### config.mk
export PLATFORM = sky130hd
export DESIGN_NAME = pipeline_hazard_ctrl_flat
export DESIGN_NICKNAME = d
export VERILOG_FILES = /design/src/rtl/pipeline_hazard_ctrl_if.sv /design/src/rtl/pipeline_hazard_ctrl.sv /design/src/flat_wrapper.sv
export SDC_FILE = /design/constraint.sdc
export NUM_CORES = 1
export LEC_CHECK = 0
export ABC_AREA = 1
export CORE_ASPECT_RATIO = 2
export CORE_UTILIZATION = 30
export DETAILED_ROUTE_END_ITERATION = 8
export RECOVER_POWER = 100
export SLEW_MARGIN = 20
export SYNTH_ARGS = -nofsm -noshare
export SYNTH_HDL_FRONTEND = slang
export SYNTH_SLANG_ARGS = --single-unit
### constraint.sdc
create_clock -name clk -period 1.7 [get_ports clk]
set_input_delay 0.34 -clock clk [delete_from_list [all_inputs] [get_ports clk]]
set_output_delay 0.34 -clock clk [all_outputs]
set_load 0.01 [all_outputs]
### src/rtl/pipeline_hazard_ctrl_if.sv
// Hazard-controller bundle: ID/EX hazard operands, redirect and memory-stall inputs,
// and the stage enable / flush outputs. The master drives the pipeline side, the slave is the controller.
interface pipeline_hazard_ctrl_if;
  logic [4:0] id_rs1;
  logic [4:0] id_rs2;
  logic       id_rs1_used;
  logic       id_rs2_used;
  logic [4:0] ex_rd;
  logic       ex_is_load;
  logic       br_taken;
  logic       mem_req;
  logic       mem_ready;
  logic       pc_en;
  logic       ifid_en;
  logic       pipe_en;
  logic       flush_n;
  logic       hazflush_n;

  modport master (
    output id_rs1, id_rs2, id_rs1_used, id_rs2_used, ex_rd, ex_is_load,
           br_taken, mem_req, mem_ready,
    input  pc_en, ifid_en, pipe_en, flush_n, hazflush_n
  );

  modport slave (
    input  id_rs1, id_rs2, id_rs1_used, id_rs2_used, ex_rd, ex_is_load,
           br_taken, mem_req, mem_ready,
    output pc_en, ifid_en, pipe_en, flush_n, hazflush_n
  );
endinterface

### src/rtl/pipeline_hazard_ctrl.sv
// Pipeline sequencer: memory freeze, branch redirect flush and load-use bubble insertion,
// with a saturating count of PC-stalled cycles. All stage controls are Mealy outputs.
module pipeline_hazard_ctrl #(
  parameter int unsigned FLUSH_CYC = 1,
  parameter int unsigned CNTW      = 16
) (
  input  logic                clk,
  input  logic                rst,
  pipeline_hazard_ctrl_if.slave hz,
  output logic [CNTW-1:0]     stall_count,
  output logic [1:0]          state_o
);

  typedef enum logic [1:0] {
    RUN      = 2'd0,
    FLUSH    = 2'd1,
    MEM_WAIT = 2'd2
  } state_t;

  localparam logic            HAS_FLUSH = (FLUSH_CYC != 0);
  localparam logic [1:0]      CNT_INIT  = (FLUSH_CYC > 0) ? 2'(FLUSH_CYC - 1) : 2'd0;
  localparam logic [CNTW-1:0] CNT_MAX   = {CNTW{1'b1}};
  localparam logic [CNTW-1:0] CNT_ONE   = {{(CNTW-1){1'b0}}, 1'b1};

  state_t          state_q, state_d;
  logic [1:0]      cnt_q, cnt_d;
  logic [CNTW-1:0] stall_q;

  logic memstall;
  logic load_use;
  logic pc_en, ifid_en, pipe_en, flush_n, hazflush_n;

  assign memstall = hz.mem_req & ~hz.mem_ready;

  // x0 is hardwired to zero, so a load targeting it can never feed a consumer.
  assign load_use = hz.ex_is_load && (hz.ex_rd != 5'd0) &&
                    ((hz.id_rs1_used && (hz.id_rs1 == hz.ex_rd)) ||
                     (hz.id_rs2_used && (hz.id_rs2 == hz.ex_rd)));

  always_comb begin
    state_d    = state_q;
    cnt_d      = cnt_q;
    pc_en      = 1'b1;
    ifid_en    = 1'b1;
    pipe_en    = 1'b1;
    flush_n    = 1'b1;
    hazflush_n = 1'b1;

    if (rst) begin
      state_d    = RUN;
      cnt_d      = 2'd0;
      pc_en      = 1'b0;
      ifid_en    = 1'b0;
      pipe_en    = 1'b0;
      flush_n    = 1'b0;
      hazflush_n = 1'b0;
    end else if (memstall) begin
      pc_en   = 1'b0;
      ifid_en = 1'b0;
      pipe_en = 1'b0;
      state_d = MEM_WAIT;
    end else begin
      unique case (state_q)
        // MEM_WAIT re-evaluates held events the cycle the memory completes.
        RUN, MEM_WAIT: begin
          state_d = RUN;
          if (hz.br_taken) begin
            flush_n = 1'b0;
            if (HAS_FLUSH) begin
              state_d = FLUSH;
              cnt_d   = CNT_INIT;
            end
          end else if (load_use) begin
            pc_en      = 1'b0;
            ifid_en    = 1'b0;
            hazflush_n = 1'b0;
          end
        end
        FLUSH: begin
          flush_n = 1'b0;
          if (cnt_q == 2'd0) begin
            state_d = RUN;
          end else begin
            cnt_d = cnt_q - 2'd1;
          end
        end
        default: state_d = RUN;
      endcase
    end
  end

  always_ff @(posedge clk) begin
    if (rst) begin
      state_q <= RUN;
      cnt_q   <= 2'd0;
      stall_q <= '0;
    end else begin
      state_q <= state_d;
      cnt_q   <= cnt_d;
      if (!pc_en && (stall_q != CNT_MAX)) begin
        stall_q <= stall_q + CNT_ONE;
      end
    end
  end

  assign hz.pc_en      = pc_en;
  assign hz.ifid_en    = ifid_en;
  assign hz.pipe_en    = pipe_en;
  assign hz.flush_n    = flush_n;
  assign hz.hazflush_n = hazflush_n;
  assign stall_count   = stall_q;
  assign state_o       = state_q;

endmodule

### src/flat_wrapper.sv
// flat-port wrapper written by rule: the top's interface ports become plain ports
module pipeline_hazard_ctrl_flat 
#(
  parameter int unsigned FLUSH_CYC = 1,
  parameter int unsigned CNTW      = 16
)
  (clk, rst, stall_count, state_o, hz_id_rs1, hz_id_rs2, hz_id_rs1_used, hz_id_rs2_used, hz_ex_rd, hz_ex_is_load, hz_br_taken, hz_mem_req, hz_mem_ready, hz_pc_en, hz_ifid_en, hz_pipe_en, hz_flush_n, hz_hazflush_n);
  pipeline_hazard_ctrl_if hz_i ();
  input  logic clk;
  input  logic rst;
  output logic [CNTW-1:0] stall_count;
  output logic [1:0] state_o;
  input wire logic [$bits(hz_i.id_rs1)-1:0] hz_id_rs1;
  input wire logic [$bits(hz_i.id_rs2)-1:0] hz_id_rs2;
  input wire logic [$bits(hz_i.id_rs1_used)-1:0] hz_id_rs1_used;
  input wire logic [$bits(hz_i.id_rs2_used)-1:0] hz_id_rs2_used;
  input wire logic [$bits(hz_i.ex_rd)-1:0] hz_ex_rd;
  input wire logic [$bits(hz_i.ex_is_load)-1:0] hz_ex_is_load;
  input wire logic [$bits(hz_i.br_taken)-1:0] hz_br_taken;
  input wire logic [$bits(hz_i.mem_req)-1:0] hz_mem_req;
  input wire logic [$bits(hz_i.mem_ready)-1:0] hz_mem_ready;
  output wire logic [$bits(hz_i.pc_en)-1:0] hz_pc_en;
  output wire logic [$bits(hz_i.ifid_en)-1:0] hz_ifid_en;
  output wire logic [$bits(hz_i.pipe_en)-1:0] hz_pipe_en;
  output wire logic [$bits(hz_i.flush_n)-1:0] hz_flush_n;
  output wire logic [$bits(hz_i.hazflush_n)-1:0] hz_hazflush_n;
  assign hz_i.id_rs1 = hz_id_rs1;
  assign hz_i.id_rs2 = hz_id_rs2;
  assign hz_i.id_rs1_used = hz_id_rs1_used;
  assign hz_i.id_rs2_used = hz_id_rs2_used;
  assign hz_i.ex_rd = hz_ex_rd;
  assign hz_i.ex_is_load = hz_ex_is_load;
  assign hz_i.br_taken = hz_br_taken;
  assign hz_i.mem_req = hz_mem_req;
  assign hz_i.mem_ready = hz_mem_ready;
  assign hz_pc_en = hz_i.pc_en;
  assign hz_ifid_en = hz_i.ifid_en;
  assign hz_pipe_en = hz_i.pipe_en;
  assign hz_flush_n = hz_i.flush_n;
  assign hz_hazflush_n = hz_i.hazflush_n;
  pipeline_hazard_ctrl #(.FLUSH_CYC(FLUSH_CYC), .CNTW(CNTW)) u_core (.clk(clk), .rst(rst), .hz(hz_i), .stall_count(stall_count), .state_o(state_o));
endmodule
After elaboration in Yosys (flattened, before gate mapping):

Cells that the tools add are included.

* bits in registers: 20
* logic and storage cells: 52

* add/subtract/negate cells: 2
* equality and inequality tests: 9
* muxes and demuxes: 20
* bitwise logic cells: 3
* reduce and logical (&&, ||, !) cells: 14

Operators with widths (number)
* $add 16x1->16 const B: 1
* $ne 16x16->1 const B: 1
* $mux 1: 13
* $eq 5x5->1: 2
* $mux 2: 4
* $pmux 2 s2: 2
* $logic_and 1x1->1: 5
* $reduce_bool 5->1: 1
* $logic_not 2->1: 2
* $ne 2x2->1 const B: 2
* $reduce_and 4->1: 1
* $reduce_or 2->1: 2
* $ne 3x1->1 const B: 1
* $eq 2x1->1 const B: 1
* $eq 2x2->1 const B: 1
* $ne 2x1->1 const B: 1
* $not 1->1: 2
* $pmux 1 s2: 1
* $reduce_bool 2->1: 1
* $sub 2x1->2 const B: 1
* $and 1x1->1: 1
* $logic_not 1->1: 1
* $logic_or 1x1->1: 1

Depth between registers and ports, before layout:

* word-level depth: 11
* gate-level depth with buffers: 12

Worst setup path before layout:

Ideal clock, no wire load.

* path type: in2out
* start point: input port rst
* end point: output port hz_pc_en
* arrival: 1.467 ns
* slack: -0.107 ns
* stages on the path: 7
* cells stage by stage: buf_2 nor2_1 nand2_1 buf_2 buf_4 inv_1 buf_4

* cells in the longest elaborated chain, start to end: 1

Ends and longest elaborated chain
* start, declared: RTL line flat_wrapper.sv:10 `input logic rst;`
* $mux 1
* end, declared: RTL line flat_wrapper.sv:22 `output wire logic [$bits(hz_i.pc_en)-1:0] hz_pc_en;`

Every way passes these cells.

Worst setup path in the final report:

* start point: register u_core.stall_q[2], in the netlist u_core.stall_count[2]
* end point: output port stall_count[2]

RTL lines
* start, declared: RTL line pipeline_hazard_ctrl.sv:27 `logic [CNTW-1:0] stall_q;`
* start signal, assigned: RTL line pipeline_hazard_ctrl.sv:101 `stall_q <= stall_q + CNT_ONE;`
* end, declared: RTL line flat_wrapper.sv:11 `output logic [CNTW-1:0] stall_count;`

No word-level cell between the ends.

==> out/results.txt <==
Setup CP Type: flip-flop to output port
Setup Skew: 0.00393 ns
Post-Syn Instances: 229
DIE WIDTH: 50.7 um
Unrepaired setup endpoints after global routing: yes
Fin cells: 348
CP delay by family, top: buffers and inverters
Power Total: 1.14 mW
Number of global-route vias before repair: 1546
Root buf cell: clkbuf_8
Worst Setup End Kind: output port
Final worst-path cycle share: 97.0%
Fin. max-slew vios: 0
Drt wl/cell: 12.7 um
Synth cell types: 24
Max Cap Violations: 0
# setup viols final: 0
Via count: 1650
DRT iter0 DRCs: 37
Worst min path class: flip-flop to flip-flop
WL final: 4410 um
DRC: 0
Num CTS Buffers: 3
# fillers: 496
Post-route ant nets: 0
DR pass1 iterations: 4
Clock transition at path regs: 0.08 ns
Global placement routability congestion: 0.800
Seq/Total Area, Yosys: 28.2%
Slew @ Worst Pin: 0.413 ns
H-tree depth: 1
Initial antenna violation count: 0
Die Span Y: 99.3 um
Layout cells sized above 1: 28.3%
Area grow syn2layout: 54.5%
Initial Util: 31.2%
NumNets Final: 319
DP HPWL: 3450 um
Placement Cell Area: 0.00206 mm^2
CP cell instances: buf_4, clkdlybuf4s50_1
Io pins: 46
Critical Path Max Stage Delay: 0.54 ns
Bufs and invs on worst path: 2
Fmax: 607 MHz
Most common cell after layout, fill and taps aside: nand2_1
Pleak: 0.982 nW
Worst vdd ir: 0.579 mV
Core footprint: 0.00455 mm^2
Port bufs: 45
Gr usage total: 17.5%
Hold Vio Cnt, Final: 0
Mapped Avg Cell Area: 6.20 um^2
Worst-skew pair later-pin latency: 0.26 ns
Clk sinks: 20
Pwr dens: 518 mW/mm^2
Worst-path fanout max: 6
Die area: 0.00503 mm^2
N_diodes: 0
FP Rows: 35
Crit start category: flip-flop
Largest net degree at the start of global routing: 20
Yosys reg bits: 20
Synth Net Count: 254
Critical path data required time: 1.36 ns
First-pass GRT wire length: 6600 um
Worst path slowest cell: clkdlybuf4s50_1
Area of the mapped netlist: 0.00142 mm^2
CTS tree: built
Most frequent cells in the layout: nand2_1 (59), inv_1 (25), nand3_1 (23)
Vias/cell: 4.74
GRT Residual Overflow: 0
Cell count after placement: 342
Outcome: complete, no violations
CTS max path bufs: 2
Fin area: 0.00219 mm^2
Ys Warns: 0
Crit path time final: 1.65 ns
CP arrival: 1.31 ns
Hold buffer count at cts: 0
Relative slew slack: 72.2%
flip-flops by register name, indices dropped and copies added (netlist names):
name / count
u_core.cnt_q: 2
u_core.stall_count: 16
u_core.state_o: 2
through the flow:
step	setup TNS [ns]	hold slack (ns)	setup WS (ns)	util, %
after global placement	-11.49	0.440	-0.726	45.3
final	0	0.471	0.0513	48.2
after CTS	0	0.475	0.00356	46.5
after detailed placement	-11.53	0.463	-0.728	45.3
after floorplan	-0.0297	0.433	-0.0297	-
after global routing	-0.000461	0.516	-0.000461	48.2
timing repair:
item	CTS	global route
setup endpoints to repair	21	20
pin swaps	15	18
gates resized for setup	62	37
setup buffers	0	2
final timing paths:
path / start / end / slack, ns / depth (start not counted)
hold / removal: u_core.cnt_q[1] / u_core.cnt_q[1] / 0.47 / 2
setup reg to reg: u_core.stall_count[1] / u_core.stall_count[8] / 0.11 / 9
setup / recovery: u_core.stall_count[2] / stall_count[2] / 0.05 / 2
hold reg to reg: u_core.cnt_q[1] / u_core.cnt_q[1] / 0.47 / 2
Yosys cell counts:
cell type   n  share of area, %
nand2_1    64                17
inv_1      27               7.1
nand3_1    27               9.5
nor2_1     26               6.9
dfxtp_1    20                28
a21oi_1    12               4.2
a21oi_2     8               4.9
inv_2       6               1.6
nor3_1      6               2.1
xnor2_1     6               3.7
xor2_1      6               3.7
buf_2       3               1.1
o21ai_0     3               1.1
buf_4       2               1.1
ha_1        2               1.8
nand2_2     2              0.88
nand4_1     2              0.88
a211oi_1    1              0.53
a31oi_1     1              0.44
buf_1       1              0.26
buf_6       1              0.79
nand2_4     1              0.79
nor2_2      1              0.44
nor3_4      1               1.1
per-layer routing:
metal	vias up	wire length, um	share of wire [%]	global-route usage, %
li1	849	-	-	-
met1	736	1410	32	13.9
met2	50	2630	60	36.3
met3	15	186	4.2	2.91
met4	0	174	3.9	10.5
met5	-	0	0	0
report_power, final:
| part | switching (mW) | internal (mW) | total [mW] |
|---|---|---|---|
| combinational | 0.146 | 0.125 | 0.271 |
| sequential | 0.0104 | 0.483 | 0.493 |
| clock | 0.168 | 0.207 | 0.374 |
worst min-delay path, delay by kind of cell (launching register included):
family	cells	cell delay, ns
flip-flops	1	0.30
AO/OA/AOI/OAI	1	0.06
buffers and inverters	1	0.07
cell families after synthesis:
| family | count (synthesis) | share of synthesized area, % |
|---|---|---|
| fa+ha+maj | 2 | 1.76 |
| xor+xnor | 12 | 7.40 |
| compound gates | 25 | 11.2 |
| flops | 20 | 28.2 |
| buf+inv | 40 | 11.9 |
| simple gates | 130 | 39.6 |
final cells by class:
class	instances	area, um^2	area share, %
clock buffers	4	55.1	2.51
inverters	33	124	5.64
multi-input cells	169	958	43.7
flip-flops and latches	20	409	18.6
well taps	55	68.8	3.14
repair buffers	67	579	26.4
Note: power is estimated with default switching activity, not from simulation.
